==> config.mk <==
export PLATFORM = sky130hd
export DESIGN_NAME = mem_io_bridge
export DESIGN_NICKNAME = d
export VERILOG_FILES = /design/src/rtl/mem_io_bridge_pkg.sv /design/src/rtl/mem_io_txq.sv /design/src/rtl/mem_io_bridge.sv
export SDC_FILE = /design/constraint.sdc
export NUM_CORES = 1
export LEC_CHECK = 0
export CORE_UTILIZATION = 30
export CTS_CLUSTER_DIAMETER = 40
export DETAILED_ROUTE_END_ITERATION = 7
export GPL_TIMING_DRIVEN = 0
export HOLD_SLACK_MARGIN = 0.12
export PLACE_DENSITY = 0.54
export SYNTH_ARGS = -nofsm -noshare
export SYNTH_HDL_FRONTEND = slang
export SYNTH_SLANG_ARGS = --single-unit
==> constraint.sdc <==
create_clock -name clk_in -period 3.3 [get_ports clk_in]
set_input_delay 0.66 -clock clk_in [delete_from_list [all_inputs] [get_ports clk_in]]
set_output_delay 0.66 -clock clk_in [all_outputs]
set_load 0.005 [all_outputs]
==> src/rtl/mem_io_bridge_pkg.sv <==
// Shared constants for the cpu memory/IO bridge: I/O page decode,
// register addresses, and the read-return source select encoding.
package mem_io_bridge_pkg;

    localparam logic [1:0]  IO_PAGE   = 2'b11;
    localparam logic [17:0] ADDR_UART = 18'h30000;
    localparam logic [17:0] ADDR_CNT  = 18'h30004;

    // Source of the byte returned on cpu_din one cycle after a read
    typedef enum logic [1:0] {
        SEL_RAM  = 2'd0,
        SEL_RX   = 2'd1,
        SEL_CNT  = 2'd2,
        SEL_ZERO = 2'd3
    } sel_e;

    // Pick byte idx out of a 32-bit word (little-endian byte numbering)
    function automatic logic [7:0] byte_of(input logic [31:0] w, input logic [1:0] idx);
        case (idx)
            2'd0:    return w[7:0];
            2'd1:    return w[15:8];
            2'd2:    return w[23:16];
            default: return w[31:24];
        endcase
    endfunction

endpackage

==> src/rtl/mem_io_txq.sv <==
// Small synchronous FIFO for UART TX bytes. A push while full is accepted
// only when a pop happens in the same cycle; the caller detects drops.
module mem_io_txq #(
    parameter int DEPTH = 8
) (
    input  logic                       clk_in,
    input  logic                       rst_in,
    input  logic                       i_push,
    input  logic [7:0]                 i_din,
    input  logic                       i_pop,
    output logic [7:0]                 o_dout,
    output logic                       o_full,
    output logic                       o_empty,
    output logic [$clog2(DEPTH):0]     o_count
);
    localparam int AW = $clog2(DEPTH);

    logic [7:0]    r_mem [DEPTH];
    logic [AW-1:0] r_wp;
    logic [AW-1:0] r_rp;
    logic [AW:0]   r_cnt;
    logic          w_push_ok;
    logic          w_pop_ok;

    assign o_full    = (r_cnt == (AW+1)'(DEPTH));
    assign o_empty   = (r_cnt == '0);
    assign o_count   = r_cnt;
    assign o_dout    = r_mem[r_rp];
    assign w_pop_ok  = i_pop & ~o_empty;
    assign w_push_ok = i_push & (~o_full | w_pop_ok);

    // Storage: data only, contents are meaningless while empty
    always_ff @(posedge clk_in) begin
        if (w_push_ok) r_mem[r_wp] <= i_din;
    end

    // Pointers wrap naturally; count tracks occupancy
    always_ff @(posedge clk_in or negedge rst_in) begin
        if (!rst_in) begin
            r_wp  <= '0;
            r_rp  <= '0;
            r_cnt <= '0;
        end else begin
            if (w_push_ok) r_wp <= r_wp + AW'(1);
            if (w_pop_ok)  r_rp <= r_rp + AW'(1);
            case ({w_push_ok, w_pop_ok})
                2'b10:   r_cnt <= r_cnt + (AW+1)'(1);
                2'b01:   r_cnt <= r_cnt - (AW+1)'(1);
                default: r_cnt <= r_cnt;
            endcase
        end
    end

endmodule

==> src/rtl/mem_io_bridge.sv <==
// Bridge between the cpu memory port and the 128KB RAM / I/O page.
// Holds address decode, read-return select, cycle counter, RX latch,
// TX FIFO and the sticky stop/overflow flags.
module mem_io_bridge
    import mem_io_bridge_pkg::*;
#(
    parameter int TXQ_DEPTH   = 8,
    parameter int FULL_MARGIN = 2
) (
    input  logic        clk_in,
    input  logic        rst_in,
    input  logic        rdy_in,
    input  logic [31:0] cpu_a,
    input  logic [7:0]  cpu_dout,
    input  logic        cpu_wr,
    output logic [7:0]  cpu_din,
    output logic        cpu_io_full,
    output logic [16:0] ram_a,
    output logic [7:0]  ram_wdata,
    output logic        ram_we,
    input  logic [7:0]  ram_rdata,
    input  logic        uart_tx_full,
    output logic        uart_tx_en,
    output logic [7:0]  uart_tx_data,
    input  logic        uart_rx_valid,
    input  logic [7:0]  uart_rx_data,
    output logic        uart_rx_ack,
    output logic        prog_done,
    output logic        tx_overflow
);
    localparam int AW = $clog2(TXQ_DEPTH);

    logic        w_io, w_acc, w_rd, w_wr;
    logic        w_uart_addr, w_cnt_addr, w_cnt_word;
    logic        w_rx_rd, w_push, w_pop, w_full, w_empty;
    logic [7:0]  w_push_data, w_head, w_din;
    logic [AW:0] w_count;
    sel_e        w_sel_d;
    logic        w_unused_hi;

    sel_e        r_sel;
    logic [1:0]  r_bidx;
    logic [7:0]  r_rx;
    logic [31:0] r_cyc, r_snap;
    logic        r_done, r_ovf, r_io_full;

    // Only the 18-bit physical address is decoded
    assign w_unused_hi = ^cpu_a[31:18];

    assign w_io        = (cpu_a[17:16] == IO_PAGE);
    assign w_acc       = rst_in & rdy_in;
    assign w_rd        = w_acc & ~cpu_wr;
    assign w_wr        = w_acc & cpu_wr;
    assign w_uart_addr = (cpu_a[17:0] == ADDR_UART);
    assign w_cnt_addr  = (cpu_a[17:0] == ADDR_CNT);
    assign w_cnt_word  = (cpu_a[17:2] == ADDR_CNT[17:2]);
    assign w_rx_rd     = w_rd & w_uart_addr;

    // RAM side is a straight pass-through, held at 0 while in reset
    assign ram_a       = rst_in ? cpu_a[16:0] : '0;
    assign ram_wdata   = rst_in ? cpu_dout : '0;
    assign ram_we      = w_wr & ~w_io;
    assign uart_rx_ack = w_rx_rd & uart_rx_valid;

    // Zero bytes to the UART are dropped; a stop write queues a terminator
    assign w_push      = w_wr & ((w_uart_addr & (cpu_dout != 8'h00)) | w_cnt_addr);
    assign w_push_data = w_cnt_addr ? 8'h00 : cpu_dout;
    assign w_pop       = ~w_empty & ~uart_tx_full;

    assign uart_tx_en   = w_pop;
    assign uart_tx_data = w_pop ? w_head : 8'h00;
    assign prog_done    = r_done;
    assign tx_overflow  = r_ovf;
    assign cpu_io_full  = r_io_full;

    mem_io_txq #(.DEPTH(TXQ_DEPTH)) u_txq (
        .clk_in  (clk_in),
        .rst_in  (rst_in),
        .i_push  (w_push),
        .i_din   (w_push_data),
        .i_pop   (w_pop),
        .o_dout  (w_head),
        .o_full  (w_full),
        .o_empty (w_empty),
        .o_count (w_count)
    );

    // Decode where the next read-return byte comes from
    always_comb begin
        w_sel_d = SEL_ZERO;
        if (!w_io)            w_sel_d = SEL_RAM;
        else if (w_uart_addr) w_sel_d = SEL_RX;
        else if (w_cnt_word)  w_sel_d = SEL_CNT;
    end

    // Read-return mux; RAM data arrives one cycle after the address
    always_comb begin
        w_din = 8'h00;
        case (r_sel)
            SEL_RAM: w_din = ram_rdata;
            SEL_RX:  w_din = r_rx;
            SEL_CNT: w_din = byte_of(r_snap, r_bidx);
            default: w_din = 8'h00;
        endcase
        cpu_din = rst_in ? w_din : 8'h00;
    end

    // Read-select, RX latch and counter snapshot, updated on accepted reads
    always_ff @(posedge clk_in or negedge rst_in) begin
        if (!rst_in) begin
            r_sel  <= SEL_RAM;
            r_bidx <= 2'd0;
            r_rx   <= 8'h00;
            r_snap <= '0;
        end else begin
            if (w_rd) begin
                r_sel  <= w_sel_d;
                r_bidx <= cpu_a[1:0];
            end
            if (w_rx_rd)            r_rx   <= uart_rx_valid ? uart_rx_data : 8'h00;
            if (w_rd && w_cnt_addr) r_snap <= r_cyc;
        end
    end

    // Free-running cycle counter, sticky flags and the registered full view
    always_ff @(posedge clk_in or negedge rst_in) begin
        if (!rst_in) begin
            r_cyc     <= '0;
            r_done    <= 1'b0;
            r_ovf     <= 1'b0;
            r_io_full <= 1'b0;
        end else begin
            r_cyc     <= r_cyc + 32'd1;
            if (w_wr && w_cnt_addr)           r_done <= 1'b1;
            if (w_push && w_full && !w_pop)   r_ovf  <= 1'b1;
            r_io_full <= ((TXQ_DEPTH - int'(w_count)) <= FULL_MARGIN);
        end
    end

endmodule

; Word-level counts from Yosys, hierarchy flattened
; Memories as Yosys holds them, arrays and structs flattened.
; Cells that the tools add are included.
[op_classes]
n_addsub = 6
n_lt_le_gt_ge = 1
n_eq_ne = 11
mux = 14
bitwise = 18
reduce_logical = 10
[op_table]
columns = cell, n
row1 = one-hot mux 8 bit (3 select lines), 2
row2 = 2-to-1 mux 8 bit, 5
row3 = "equality test 18 bit, second input constant", 2
row4 = "adder 32 x 1 -> 32 bit, second input constant", 1
row5 = 2-to-1 mux 17 bit, 1
row6 = "equality test 16 bit, second input constant", 1
row7 = bitwise AND 1 bit, 11
row8 = "equality test 2 bit, second input constant", 4
row9 = one-hot mux 4 bit (2 select lines), 1
row10 = nonzero test 8 bit, 1
row11 = "adder 3 x 1 -> 3 bit, second input constant", 2
row12 = "equality test 2 x 1 -> 1 bit, second input constant", 3
row13 = "<= comparator 5 x 3 -> 1 bit, second input constant", 1
row14 = inverter 1 bit, 5
row15 = "subtractor 4 x 4 -> 5 bit, first input constant", 1
row16 = "adder 4 x 1 -> 4 bit, second input constant", 1
row17 = "equality test 4 bit, second input constant", 1
row18 = logical AND 1 bit, 4
row19 = logical NOT 2 bit, 2
row20 = logical NOT 4 bit, 1
row21 = 2-to-1 mux 2 bit, 2
row22 = "subtractor 4 x 1 -> 4 bit, second input constant", 1
row23 = 2-to-1 mux 1 bit, 3
row24 = bitwise OR 1 bit, 2
row25 = 2 further kinds, 2
[word_totals]
regBits = 89
mem_bits_rw = 64
in_bits = 62
word_cells = 72
memories = 1
[memory_table]
columns = name, words, word_bits, read_ports, rd_ports_with_merged_regs, wr, line_no
row1 = u_txq.r_mem, 8, 8, 1, 0, 1, mem_io_txq.sv:18  ; logic [7:0] r_mem [DEPTH];

; Longest topological paths before layout
[depth]
ltp_word = 8
depth_mapped = 10

; By module
; From an unflattened synthesis, not the netlist that was laid out.
[unflattened]
hier_cells = 541
area_unflattened_um2 = 7233.2
[modules_own_cells]
columns = mod, instances, cells_each, area_per_inst_um2, seq_area_each_um2
row1 = mem_io_bridge, 1, 364, 4105.2, 1976.9
row2 = mem_io_txq, 1, 177, 3128.0, 2172.1

; Least setup slack after synthesis
; OpenSTA, ideal clock, no wires.
[synth_path]
kind = input to register
startpoint = input port cpu_a[7]
endpoint = memory u_txq.r_mem[1][0] (enable)
setup_ps = 398
arrival_ps = 2724
setup_slack_ps = 178
cell_stages = 5
path_buffers = 1
path_cell_list = nor4_2 > nand4b_2 > or3_1 > buf_6 > nor4b_1
[synth_via]
elab_chain_len = 7
word_cells_on_any_way = 8
classes_between = 2 x eq/ne / 2 x mux / 4 x bitwise
[synth_rtl]
columns = item, line_no
row1 = start: declaration, mem_io_bridge.sv:13  ; input logic [31:0] cpu_a,
row2 = equality test 18 bit, mem_io_bridge.sv:54  ; assign w_uart_addr = (cpu_a[17:0] == ADDR_UART);
row3 = bitwise AND 1 bit, mem_io_bridge.sv:66  ; assign w_push = w_wr & ((w_uart_addr & (cpu_dout != 8'h00)) | w_cnt_addr);
row4 = bitwise OR 1 bit (*), mem_io_bridge.sv:66
row5 = bitwise AND 1 bit (*), mem_io_bridge.sv:66
row6 = bitwise AND 1 bit (*), mem_io_txq.sv:30  ; assign w_push_ok = i_push & (~o_full | w_pop_ok);
row7 = 2-to-1 mux 1 bit (*), mem_io_txq.sv:34  ; if (w_push_ok) r_mem[r_wp] <= i_din;
row8 = 2-to-1 mux 1 bit (not written as such) (*), mem_io_txq.sv:34
row9 = end: declaration, mem_io_txq.sv:18
; Mark *: on every way between the ends. The rest lies on a longest branch, timed or not.

; Worst setup path after layout
[layout_path]
startpoint = input port cpu_a[16]
endpoint = output port uart_rx_ack
[layout_via]
elab_chain_len = 3
[layout_rtl]
columns = item, line_no
row1 = equality test 18 bit, mem_io_bridge.sv:54
row2 = bitwise AND 1 bit, mem_io_bridge.sv:57  ; assign w_rx_rd = w_rd & w_uart_addr;
row3 = bitwise AND 1 bit, mem_io_bridge.sv:63  ; assign uart_rx_ack = w_rx_rd & uart_rx_valid;
row4 = end: declaration, mem_io_bridge.sv:27  ; output logic uart_rx_ack,
; Every way passes these cells.

==> impl_metrics.env <==
export IMPL_status="completed"
export IMPL_crit_path_top_delay_cell="clkdlybuf4s50_1"
export IMPL_cp_max_fo=4
export IMPL_wl_per_cell_um=17.6
export IMPL_critPathBufInv=2
export IMPL_peakVddDrop_mv=0.317
export IMPL_path_clk_slew_ns=0.07
export IMPL_worst_slack_ns=0.105
export IMPL_portBuffers=93
export IMPL_wirelength_mm=16.9
export IMPL_worst_skew_pair_late_latency_ns=0.42
export IMPL_fin_tns_setup_ns=0
export IMPL_setup_viol=0
export IMPL_grt_first_pass_wirelength_mm=26.9
export IMPL_drt_vias_per_instance=4.75
export IMPL_grt_pass1_vias=4678
export IMPL_tightest_slew_ns=0.893
export IMPL_die_x_um=155
export IMPL_r2r_cells=7
export IMPL_leakagePower_nw=3.76
export IMPL_num_antenna_cells=0
export IMPL_die_y_um=155
export IMPL_postRouteAntennaNets=0
export IMPL_worstPathRequired_ns=2.64
export IMPL_critPathMaxStageDelay_ns=0.53
export IMPL_synthesis_nets=584
export IMPL_fmax_ghz=0.313
export IMPL_hold_class="input pin to async pin"
export IMPL_critical_path_startpoint_type="input pin"
export IMPL_firstDrtPassIters=7
export IMPL_clockBufferDepth=2
export IMPL_cp_top_family="buffers and inverters"
export IMPL_grtUsageTotal=0.149
export IMPL_final_util=0.406
export IMPL_finalCritPeriodShare=0.968
export IMPL_root_buffer="clkbuf_16"
export IMPL_core_area_mm2=0.0228
export IMPL_drive_gt1_frac=0.214
export IMPL_overflow=0
export IMPL_clock_skew_final_ns=0.0123
export IMPL_cpMostUsedCell="clkdlybuf4s50_1"
export IMPL_rsz0062_at_grt="false"
export IMPL_crit_arrival_ns=2.54
export IMPL_ios=109
export IMPL_ys_types=49
export IMPL_seq_area_frac_synth=0.587
export IMPL_final_hold_violation_count=0
export IMPL_endpoint_kind="output pin"
export IMPL_hpwl_mm=12.2
export IMPL_dp_slack_ns=-0.788
export IMPL_fp_row_count=55
export IMPL_post_route_drc_count=0
export IMPL_maxSlewViolCount=0
export IMPL_synth_warnings=0
export IMPL_synth_edf_count=64
export IMPL_clock_sinks=153
export IMPL_h_tree_depth=4
export IMPL_power_density_mw_per_mm2=565
export IMPL_path_class="input pin to output pin"
export IMPL_relSlewSlack=0.402
export IMPL_syn_area_mm2=0.00707
export IMPL_synth_main_ff_cell="dfrtp_1"
export IMPL_via_count=4578
export IMPL_antenna_found_initial=0
export IMPL_drt_iter0_markers=269
export IMPL_async_flop_share=0.582
export IMPL_cts_tree="yes"
export IMPL_die_area_mm2=0.0242
export IMPL_path_cells="clkdlybuf4s50_1 > nand2_2 > nand4b_4 > nor4_4 > and2_1 > clkdlybuf4s50_1"
export IMPL_crit_cells=6
export IMPL_place_congestion=0.762
export IMPL_maxCapViolations=0
export IMPL_num_nets_final=708
export IMPL_cts_buffers=17
export IMPL_fin_crit_ns=3.20
export IMPL_synthCells=514
export IMPL_ys_ff_latch=153
export IMPL_syn2layout_area_growth_pct=31.4
export IMPL_avgSynthCellArea_um2=13.8
export IMPL_initial_core_util=0.309
export IMPL_grt_max_degree=49
cell usage in the layout (no fill, tap or decap), types with 18 or more instances in the layout:
master,synthesis,final
edfxtp_1,64,64
nand3_1,21,21
mux4_2,24,24
mux2_2,34,34
and2_1,34,34
clkdlybuf4s50_1,0,84
dfrtp_1,89,89
nand2_1,46,44
xnor2_1,28,28
mux2i_1,18,18
stage by stage:
| stage | total power, W | area [µm²] | hold WS [ns] | cells |
|---|---|---|---|---|
| floorplan | 0.00280 | 7070 | 0.364 | 514 |
| global placement | 0.00320 | 8390 | 0.456 | 920 |
| detailed placement | 0.00322 | 8480 | 0.458 | 925 |
| CTS | 0.00529 | 9200 | 0.203 | 959 |
| global route | 0.00551 | 9290 | 0.206 | 964 |
| finish | 0.00525 | 9290 | 0.222 | 964 |
power by group:
part | switching (W) | leakage, nW | internal [W]
combinational | 0.000498 | 1.69 | 0.000611
clock | 0.000829 | 0.298 | 0.00121
sequential | 0.0000542 | 1.78 | 0.00205
total | 0.00138 | 3.76 | 0.00387
metal layers:
metal	vias up	routed length (µm)	GRT usage
li1	2129	-	-
met1	2364	7800	0.197
met2	74	8490	0.242
met3	11	496	0.0409
met4	0	131	0.0317
met5	-	0	0
sequential cells by signal, indices dropped and copies added, names as in the netlist:
register       count
u_txq.r_wp         3
tx_overflow        1
prog_done          1
u_txq.r_rp         3
r_snap            32
r_cyc             32
u_txq.r_mem       64
cpu_io_full        1
u_txq.o_count      4
r_sel              2
r_bidx             2
r_rx               8
timing repair:
action,4_1_cts,5_1_grt
gates resized for setup,15,20
pin swaps,2,4
setup buffers,1,6
endpoints found under the setup margin,53,11
endpoints found under the hold margin,10,0
hold buffers,2,0
kinds of logic (layout without fill, tap and decap cells):
logic type	count (synthesis)	in the layout	synth area share
AND/OR/NAND/NOR	184	184	0.152
XOR/XNOR	37	37	0.0459
flip-flops	153	153	0.587
AO/OA/AOI/OAI	22	22	0.0196
multiplexers	77	77	0.158
adder cells (fa/ha/maj)	8	8	0.0152
buffers and inverters	33	170	0.0228
path summary, 6_finish.rpt:
check	to	slack (ns)	startpoint
worst max register to register	u_txq.r_mem[7][6]	0.48	u_txq.o_count[0]
max in group asynchronous	r_snap[21]	2.22	rst_in
worst min-delay path	r_snap[29]	0.22	rst_in
worst min register to register	r_rx[0]	0.47	r_rx[0]
min in group clk_in	r_rx[0]	0.47	r_rx[0]
worst max-delay path	uart_rx_ack	0.10	cpu_a[16]
cell type report:
type | count | area [µm²]
inverter | 9 | 33.8
fill | 2187 | 13600
timing repair buffer | 107 | 1100
clock buffer | 18 | 429
sequential | 153 | 4150
multi-input combinational | 328 | 2860
clock inverter | 14 | 181
buffer | 22 | 148
tap | 313 | 392
synth_stat cells (2+ instances only):
library cell   n  area (µm²)
dfrtp_1       89        2230
edfxtp_1      64        1920
nand2_1       46         173
and2_1        34         213
mux2_2        34         383
xnor2_1       28         245
mux4_2        24         541
nand3_1       21         105
mux2i_1       18         180
nor2_1        17        63.8
clkbuf_1      12        45.0
nor3_1        12        60.1
nor2b_1       10        62.6
inv_1          9        33.8
o21ai_0        9        45.0
xor2_1         9        78.8
nand4_1        8        50.1
ha_1           7        87.6
and3_1         6        37.5
buf_2          6        30.0
nor4_1         5        31.3
buf_6          4        45.0
nor4_2         4        50.1
a21oi_1        3        15.0
a31oi_1        2        12.5
a41o_1         2        20.0
buf_1          2        7.51
nand3b_1       2        15.0
nor4_4         2        42.5
nor4b_1        2        17.5
nor4b_2        2        30.0
o211ai_1       2        15.0
o31ai_1        2        15.0
or3_1          2        12.5
Note: power is estimated with default switching activity, not from simulation.
